`config.mk`:
```
export PLATFORM = sky130hd
export DESIGN_NAME = mux_share_arbiter
export DESIGN_NICKNAME = d
export VERILOG_FILES = /design/src/rtl/mux_share_arbiter.sv
export SDC_FILE = /design/constraint.sdc
export NUM_CORES = 1
export LEC_CHECK = 0
export CAP_MARGIN = 0
export CORE_MARGIN = 3
export CORE_UTILIZATION = 38
export CTS_BUF_LIST = sky130_fd_sc_hd__clkbuf_4 sky130_fd_sc_hd__clkbuf_8
export DETAILED_ROUTE_END_ITERATION = 10
export PLACE_DENSITY = 0.88
export SLEW_MARGIN = 20
export SYNTH_ARGS = -nofsm -noshare
export SYNTH_HDL_FRONTEND = slang
export SYNTH_SLANG_ARGS = --single-unit
```
`constraint.sdc`:
```
create_clock -name clk -period 3.6 [get_ports clk]
set_clock_uncertainty 0.1 [all_clocks]
set_input_delay 0.36 -clock clk [delete_from_list [all_inputs] [get_ports clk]]
set_output_delay 0.36 -clock clk [all_outputs]
set_load 0.02 [all_outputs]
```
`src/rtl/mux_share_arbiter.sv`:
```
// Four-way round-robin arbiter that drives a shared N-bit bus from the granted requester.
// A grant covers one burst; it ends on an accepted last word, a dropped request, or a stall timeout.
module mux_share_arbiter #(
    parameter int N       = 8,
    parameter int TIMEOUT = 15
) (
    input  logic                clk,
    input  logic                rst,
    input  logic [3:0]          req,
    input  logic [3:0][N-1:0]   J,
    input  logic [3:0]          last,
    input  logic                ready,
    output logic [3:0]          gnt,
    output logic [1:0]          s,
    output logic [N-1:0]        w,
    output logic                valid,
    output logic [3:0]          ack
);

    localparam int CW = $clog2(TIMEOUT + 1);

    typedef enum logic [0:0] {
        IDLE = 1'b0,
        BUSY = 1'b1
    } state_t;

    state_t          state_q, state_d;
    logic [1:0]      s_q, s_d;
    logic [1:0]      ptr_q, ptr_d;
    logic [CW-1:0]   cnt_q, cnt_d;
    logic [1:0]      pick_s;
    logic            found_s;

    // Round-robin search starting one past the last-granted index.
    always_comb begin
        pick_s  = 2'd0;
        found_s = 1'b0;
        for (int i = 1; i <= 4; i++) begin
            if (!found_s && req[ptr_q + 2'(i)]) begin
                pick_s  = ptr_q + 2'(i);
                found_s = 1'b1;
            end else begin
                pick_s  = pick_s;
                found_s = found_s;
            end
        end
    end

    // Next-state logic; abort has priority over accept, and accept resets the stall counter.
    always_comb begin
        state_d = state_q;
        s_d     = s_q;
        ptr_d   = ptr_q;
        cnt_d   = cnt_q;
        case (state_q)
            IDLE: begin
                cnt_d = {CW{1'b0}};
                if (found_s) begin
                    state_d = BUSY;
                    s_d     = pick_s;
                    ptr_d   = pick_s;
                end else begin
                    state_d = IDLE;
                end
            end
            BUSY: begin
                if (!req[s_q]) begin
                    state_d = IDLE;
                    cnt_d   = {CW{1'b0}};
                end else if (ready) begin
                    cnt_d   = {CW{1'b0}};
                    if (last[s_q]) begin
                        state_d = IDLE;
                    end else begin
                        state_d = BUSY;
                    end
                end else begin
                    cnt_d = cnt_q + {{(CW-1){1'b0}}, 1'b1};
                    if (cnt_q == CW'(TIMEOUT - 1)) begin
                        state_d = IDLE;
                    end else begin
                        state_d = BUSY;
                    end
                end
            end
            default: begin
                state_d = IDLE;
                cnt_d   = {CW{1'b0}};
            end
        endcase
    end

    // State register with synchronous active-low reset; ptr resets to 3 so requester 0 leads.
    always_ff @(posedge clk) begin
        if (!rst) begin
            state_q <= IDLE;
            s_q     <= 2'd0;
            ptr_q   <= 2'd3;
            cnt_q   <= {CW{1'b0}};
        end else begin
            state_q <= state_d;
            s_q     <= s_d;
            ptr_q   <= ptr_d;
            cnt_q   <= cnt_d;
        end
    end

    // Bus outputs decode from the registered select so the mux has no arbitration path.
    always_comb begin
        gnt   = 4'b0000;
        w     = {N{1'b0}};
        valid = 1'b0;
        ack   = 4'b0000;
        s     = s_q;
        case (state_q)
            BUSY: begin
                gnt   = 4'b0001 << s_q;
                w     = J[s_q];
                valid = req[s_q];
                if (req[s_q] && ready) begin
                    ack = 4'b0001 << s_q;
                end else begin
                    ack = 4'b0000;
                end
            end
            IDLE: begin
                gnt   = 4'b0000;
                valid = 1'b0;
            end
            default: begin
                gnt   = 4'b0000;
                valid = 1'b0;
            end
        endcase
    end

endmodule

```
==> results of run 1 <==
[power by group]
group / leakage (nW) / switching [W] / total (W) / internal (W)
clock network: 0.0177 / 0.0000367 / 0.0000778 / 0.0000410
registers: 0.0739 / 0.0000102 / 0.000117 / 0.000107
logic: 0.486 / 0.0000734 / 0.000190 / 0.000116
total: 0.578 / 0.000120 / 0.000384 / 0.000264
[metrics by stage]
step           instances  hold WS (ns)  worst slack, ns  cell area [um2]
2_1_floorplan         82         0.330             1.54              835
3_5_place_dp         167         0.353            0.920             1460
4_1_cts              171         0.368            0.916             1490
6_report             171         0.361            0.920             1490
3_3_place_gp         167         0.341            0.962             1460
5_1_grt              171         0.393            0.805             1490
[how the worst max path moves through the flow]
stage / start / to / slack, ns / cells past startpoint
finish: req[1] / ack[2] / 0.92 / 6
CTS: req[1] / ack[0] / 0.92 / 6
floorplan: s[0] / ack[0] / 1.54 / 5
global placement: req[1] / ack[2] / 0.96 / 6
global route: req[1] / ack[0] / 0.80 / 6
detailed placement: req[1] / ack[0] / 0.92 / 6
[layout by cell type, fill, tap and decap left out]
cell type and n:
nand3_1 3, xnor2_1 1, and3b_1 2, nand2b_1 2, and2_1 8, xor2_1 1, o22ai_1 1, nand2_1 6
mux4_1 7, a21oi_1 3, nand2_4 1, nor2_1 11, mux4_2 3, and3_1 1, nand4b_1 1, nand3b_4 1
nor3b_1 1, nor3_1 1, ha_1 2, a2111oi_0 1, a21boi_0 1, clkdlybuf4s50_1 61, clkinv_2 1, o21ai_0 3
a21boi_1 1, a21o_1 1, buf_4 2, nor2b_1 1, nor3b_2 2, and2_4 1, dfxtp_1 9, inv_1 1
clkbuf_4 3
[final cells by class]
type | instances | area share
clock buffers | 3 | 0.0151
clock inverters | 1 | 0.00336
inverters | 1 | 0.00252
multi-input cells | 67 | 0.416
flip-flops and latches | 9 | 0.121
well taps | 27 | 0.0227
repair buffers | 63 | 0.420
[kinds of logic (layout without fill, tap and decap cells)]
logic type | count (synthesis) | count (layout) | share of synthesized area
simple gates | 42 | 42 | 0.309
compound gates | 11 | 11 | 0.0810
flops | 9 | 9 | 0.216
mux | 10 | 10 | 0.301
buf+inv | 6 | 68 | 0.0420
xor+xnor | 2 | 2 | 0.0210
fa+ha+maj | 2 | 2 | 0.0300
[critical path: stages]
cell	delay, ns
clkdlybuf4s50_1	0.54
mux4_2	0.27
and2_4	0.18
nand2_4	0.07
nor3b_2	0.18
clkdlybuf4s50_1	0.62
[metal layers]
layer / wire length (um) / vias up / global-route usage
met1: 1010 / 421 / 0.201
met5: 0 / - / 0
met4: 27 / 0 / 0.0638
met2: 1180 / 44 / 0.324
met3: 279 / 3 / 0.0394
li1: - / 429 / -
[state kept, by name, indices dropped and copies added (netlist names)]
register,flops
state_q,1
cnt_q,4
s,2
ptr_q,2
[cell usage after synthesis (2+ instances only)]
cell / count
o21ai_0: 3
and3b_1: 2
dfxtp_1: 9
nand2b_1: 2
and2_1: 8
mux4_2: 3
nor2_1: 11
ha_1: 2
nand3_1: 3
a21oi_1: 3
mux4_1: 7
nand2_1: 6
nor3b_2: 2
clkbuf_1: 2
==> metrics.md, run 1 <==
| Metric | Value |
|---|---|
| Status | finished clean |
| PnR Total Power | 0.000384 W |
| Detailed-router iteration count before antenna repair | 4 |
| Antenna diode count | 0 |
| 1st-iter DRT viols | 13 |
| Die Y | 52.9 um |
| Drt total wl | 2490 um |
| Post-Syn Area per Cell | 10.2 um2 |
| Fin crit period | around 2.7 ns |
| R2R depth | 5 |
| Top-level I/O count | 62 |
| Max Cap Violations | 0 |
| Area of the multi-input gates | 619 um2 |
| Final TNS setup | 0 ns |
| Post-cts gate resize count | 0 |
| #FFs+latches synth | 9 |
| Post-route ant nets | 0 |
| Post-synth EDFFs | 0 |
| Share of the synthesized area in the top cell type | 0.220 |
| Worst endpoint required time | 3.14 ns |
| CP Data Arrival Time | 2.22 ns |
| P_leak | 0.578 nW |
| Worst reg2reg setup slack | just under 2 ns |
| Pins Over Slew Limit | 0 |
| Worst-Margin Slew | 0.552 ns |
| Register area share after synthesis | 0.216 |
| IO Port Bufs | 61 |
| Vias | roughly 900 |
| Via density | approximately 5.2 |
| Rel. slew slack | 0.622 |
| Area grow syn2layout | 78.6% |
| Count of cell types in the netlist | 33 |
| Post-CTS Repair Setup Buffers | 0 |
| Crit path max fanout | 5 |
| DRC | 0 |
| Half-perimeter wire length after placement | 2010 um |
| Critical path class | in2out |
| Final Util | 0.737 |
| Crit. End Element | output pin |
| CTS Root Cell | clkbuf_4 |
| Nets | 190 |
| RSZ-0062 raised after global routing | no |
| Yosys warning count | 0 |
| Total track usage | 0.178 |
| Cts bufs inserted | 3 |
| Layout cells sized above 1 | 0.0972 |
| Synth top area cells | mux4_1, dfxtp_1, mux4_2 |
| Initial Util | 0.413 |
| Clk buf depth | 2 |
| Hold_buf cts | 0 |
| VDD IR max | around 0.25 mV |
| Synth Flop Type | dfxtp_1 |
| Vias in the first global route | 833 |
| Hold EP | cnt_q[0] |
| Clock latency at the later pin of the worst-skew pair | 0.26 ns |
| Syn Nets | 127 |
| Worst Hold Launch | cnt_q[0] |
| P per Cell Area | around 260 mW/mm2 |
| Final period util | 0.744 |
| Initial antenna violation count | 0 |
| H-tree depth | 1 |
| WL/cell | 14.6 um |
| Reg2reg start | s[0] |
| Placer Congestion | slightly below 0.9 |
| Fin. Hold Viols | 0 |
| Reg-to-reg endpoint | state_q |
| Sink Count | 9 |
| Post-synthesis cell count | 82 |
| Fill cell count | between 150 and 200 |
| Core area | a little over 0.002 mm2 |
| Synthesized cell area | approximately 830 um2 |
| DIE WIDTH | 52.9 um |
| First-pass GRT wire length | 3700 um |
| GRT Residual Overflow | 0 |
| Largest net degree at the start of global routing | 20 |
| TritonCTS clock tree | built |
| # setup viols final | 0 |
| Row count | 16 |
| Clk slew on worst S/H paths | 0.06 ns |
| Area leader, netlist | mux4_1 |
| Hold Path Depth | 1 |
| CP Launch Type | input port |
| Die area | roughly 0.0028 mm2 |
| Hold Path Class | reg2reg |
| Register area | 180 um2 |
| FMAX | between 300 and 400 MHz |
| Async S/R FF share, synth | 0 |
No activity file was read; power rests on OpenSTA's default activity.
==> run 2, diff against run 1 <==
Settings changed: CORE_UTILIZATION 38 to 35, PLACE_DENSITY 0.88 to 0.82.
Clock period 3.6 ns to 2.65 ns, I/O delays scaled along.
==> run 2 against run 1 <==
Against the previous run: routed wire length up 1.4%; sequential share of layout area shrank 0.061 points; register-to-register slack worse by 0.92 ns; via count shrank 2.3%; global-route usage down 2.4 points; critical path depth unchanged; largest cell class unchanged; critical endpoint unchanged; die area grew 7.6%; power rose by 37%; final area is 0.50% higher; count of clock-buffer cells in the layout grew 1.
==> metrics.md, run 2 (synthesized netlist as in run 1, its figures left out) <==
| Metric | Value |
|---|---|
| Largest net degree at the start of global routing | 20 (unchanged) |
| P_leak | 0.580 nW (+0.28%) |
| Max Cap Violations | 0 (unchanged) |
| DRC | 0 (unchanged) |
| VDD IR max | 0.302 mV (+22%) |
| Final Util | 0.671 (-0.0664) |
| Finished Layout Cells | 172 (+0.58%) |
| Via density | 5.09 (-2.9%) |
| Fin crit period | 2.51 ns |
| CP Launch Type | input port |
| Crit. End Element | output pin |
| Hold slack | 0.371 ns (+0.0103 ns) |
| Initial Util | 0.374 (-0.0391) |
| Half-perimeter wire length after placement | 2100 um (+4.2%) |
| Placer Congestion | 0.785 (-9.3%) |
| P per Cell Area | 352 mW/mm2 (+37%) |
| Worst-Margin Slew | 0.528 ns (-0.0239 ns) |
| Total track usage | 0.154 (-0.0242) |
| Post-CTS Repair Setup Buffers | 0 (unchanged) |
| GRT Residual Overflow | 0 (unchanged) |
| RSZ-0062 raised after global routing | no |
| Placed Cells incl. Taps | 168 (+0.60%) |
| Final period util | 0.948 |
| IO Port Bufs | 61 (unchanged) |
| Critical path class | in2out |
| Detailed-router iteration count before antenna repair | 4 (unchanged) |
| CTS Root Cell | clkbuf_4 |
| WL/cell | 14.7 um (+0.82%) |
| DIE WIDTH | 54.8 um (+3.7%) |
| Pins Over Slew Limit | 0 (unchanged) |
| Fin. Hold Viols | 0 (unchanged) |
| Rel. slew slack | 0.639 (+0.0163) |
| Post-route ant nets | 0 (unchanged) |
| Clk slew on worst S/H paths | 0.06 ns (about the same) |
| 1st-iter DRT viols | 7 (-6) |
| Hold Path Class | reg2reg |
| First-pass GRT wire length | 3360 um (-9.1%) |
| Antenna diode count | 0 (unchanged) |
| Cts bufs inserted | 3 (unchanged) |
| Clock latency at the later pin of the worst-skew pair | 0.25 ns (about the same) |
| Sink Count | 9 (unchanged) |
| Psw | 0.000155 W (+29%) |
| Drt total wl | 2530 um (+1.4%) |
| Core area | 0.00223 mm2 (+10%) |
| Initial antenna violation count | 0 (unchanged) |
| Status | finished clean |
| Number of flip-flops in the largest register | 4 (unchanged) |
| # setup viols final | 0 (unchanged) |
| Clk buf depth | 2 (unchanged) |
| Most frequent cells in the layout | clkdlybuf4s50_1, nor2_1, dfxtp_1 |
| Layout cells sized above 1 | 0.0972 (unchanged) |
| Area grow syn2layout | 79.5% |
| H-tree depth | 1 (unchanged) |
| Crit path max fanout | 5 (unchanged) |
| Top-level I/O count | 62 (unchanged) |
| Die Y | 54.8 um (+3.7%) |
| Register share of total power | 0.303 (about the same) |
| Net Sw Frac | 0.294 (-0.0190) |
| Row count | 17 (+1) |
| TritonCTS clock tree | built |
| Die area | 0.00301 mm2 (+7.6%) |
| Final TNS setup | 0 ns (unchanged) |
| Nets | 190 (unchanged) |
| Vias | 876 (-2.3%) |
| Vias in the first global route | 760 (-8.8%) |
| Worst endpoint required time | 2.29 ns (-0.85 ns) |
| Fill cell count | 181 (+18%) |
| Internal Power | 0.000372 W (+41%) |
| Most common cell after layout, fill and taps aside | clkdlybuf4s50_1 |
| Clock share of power | 0.207 (+0.005) |
| Combinational power share | 0.490 (-0.003) |
| CP Data Arrival Time | 2.15 ns (-0.07 ns) |
| Largest Register | cnt_q |
| FMAX | about 400 MHz |
==> run 2: critical path: stages <==
cell and delay [ns]:
clkdlybuf4s50_1 0.54, mux4_2 0.28, and2_4 0.19, nand2_4 0.07, nor3b_2 0.17, clkdlybuf4s50_1 0.62
==> run 2: repair_timing <==
| item | CTS | global route |
|---|---|---|
| gates resized for setup | 0 | 1 |
| endpoints found under the setup margin | 0 | 2 |
| hold buffers | 0 | 0 |
==> run 2: path summary, 6_finish.rpt <==
check | from | end | slack (ns) | cells after the start
hold / removal | cnt_q[0] | cnt_q[0] | 0.37 | 1
hold reg to reg | cnt_q[0] | cnt_q[0] | 0.37 | 1
setup reg to reg | s[0] | state_q | 1.05 | 5
setup / recovery | req[1] | ack[2] | 0.14 | 6
==> run 2: power by group through the flow <==
stage,combinational (W),clock [W],sequential [W]
2_1_floorplan,0.000137,0,0.000160
3_3_place_gp,0.000254,0,0.000162
3_5_place_dp,0.000259,0,0.000163
4_1_cts,0.000259,0.000115,0.000159
5_1_grt,0.000277,0.000125,0.000162
6_report,0.000258,0.000109,0.000160
==> run 2: per-stage QoR <==
step	worst slack (ns)	cell area, um2	power, W
2_1_floorplan	0.687	835	0.000297
5_1_grt	0.00970	1500	0.000564
3_3_place_gp	0.187	1460	0.000416
4_1_cts	0.0670	1490	0.000534
3_5_place_dp	0.143	1460	0.000421
6_report	0.138	1500	0.000527
==> run 2: final cells by class <==
cell class / count / area (um2) / share of cell area
Timing Repair Buffer: 63 / 629 / 0.420
Multi-Input combinational cell: 67 / 619 / 0.414
Sequential cell: 9 / 180 / 0.120
Tap cell: 28 / 35.0 / 0.0234
Clock buffer: 4 / 30.0 / 0.0201
Inverter: 1 / 3.75 / 0.00251
==> run 2: per-layer routing <==
layer / wire (um) / GRT usage / up-vias / share of wire
met3: 385 / 0.0736 / 2 / 0.15
met1: 854 / 0.152 / 397 / 0.34
met2: 1270 / 0.276 / 44 / 0.50
met4: 16 / 0.0581 / 0 / 0.0063
met5: 0 / 0 / - / 0
li1: - / - / 433 / -
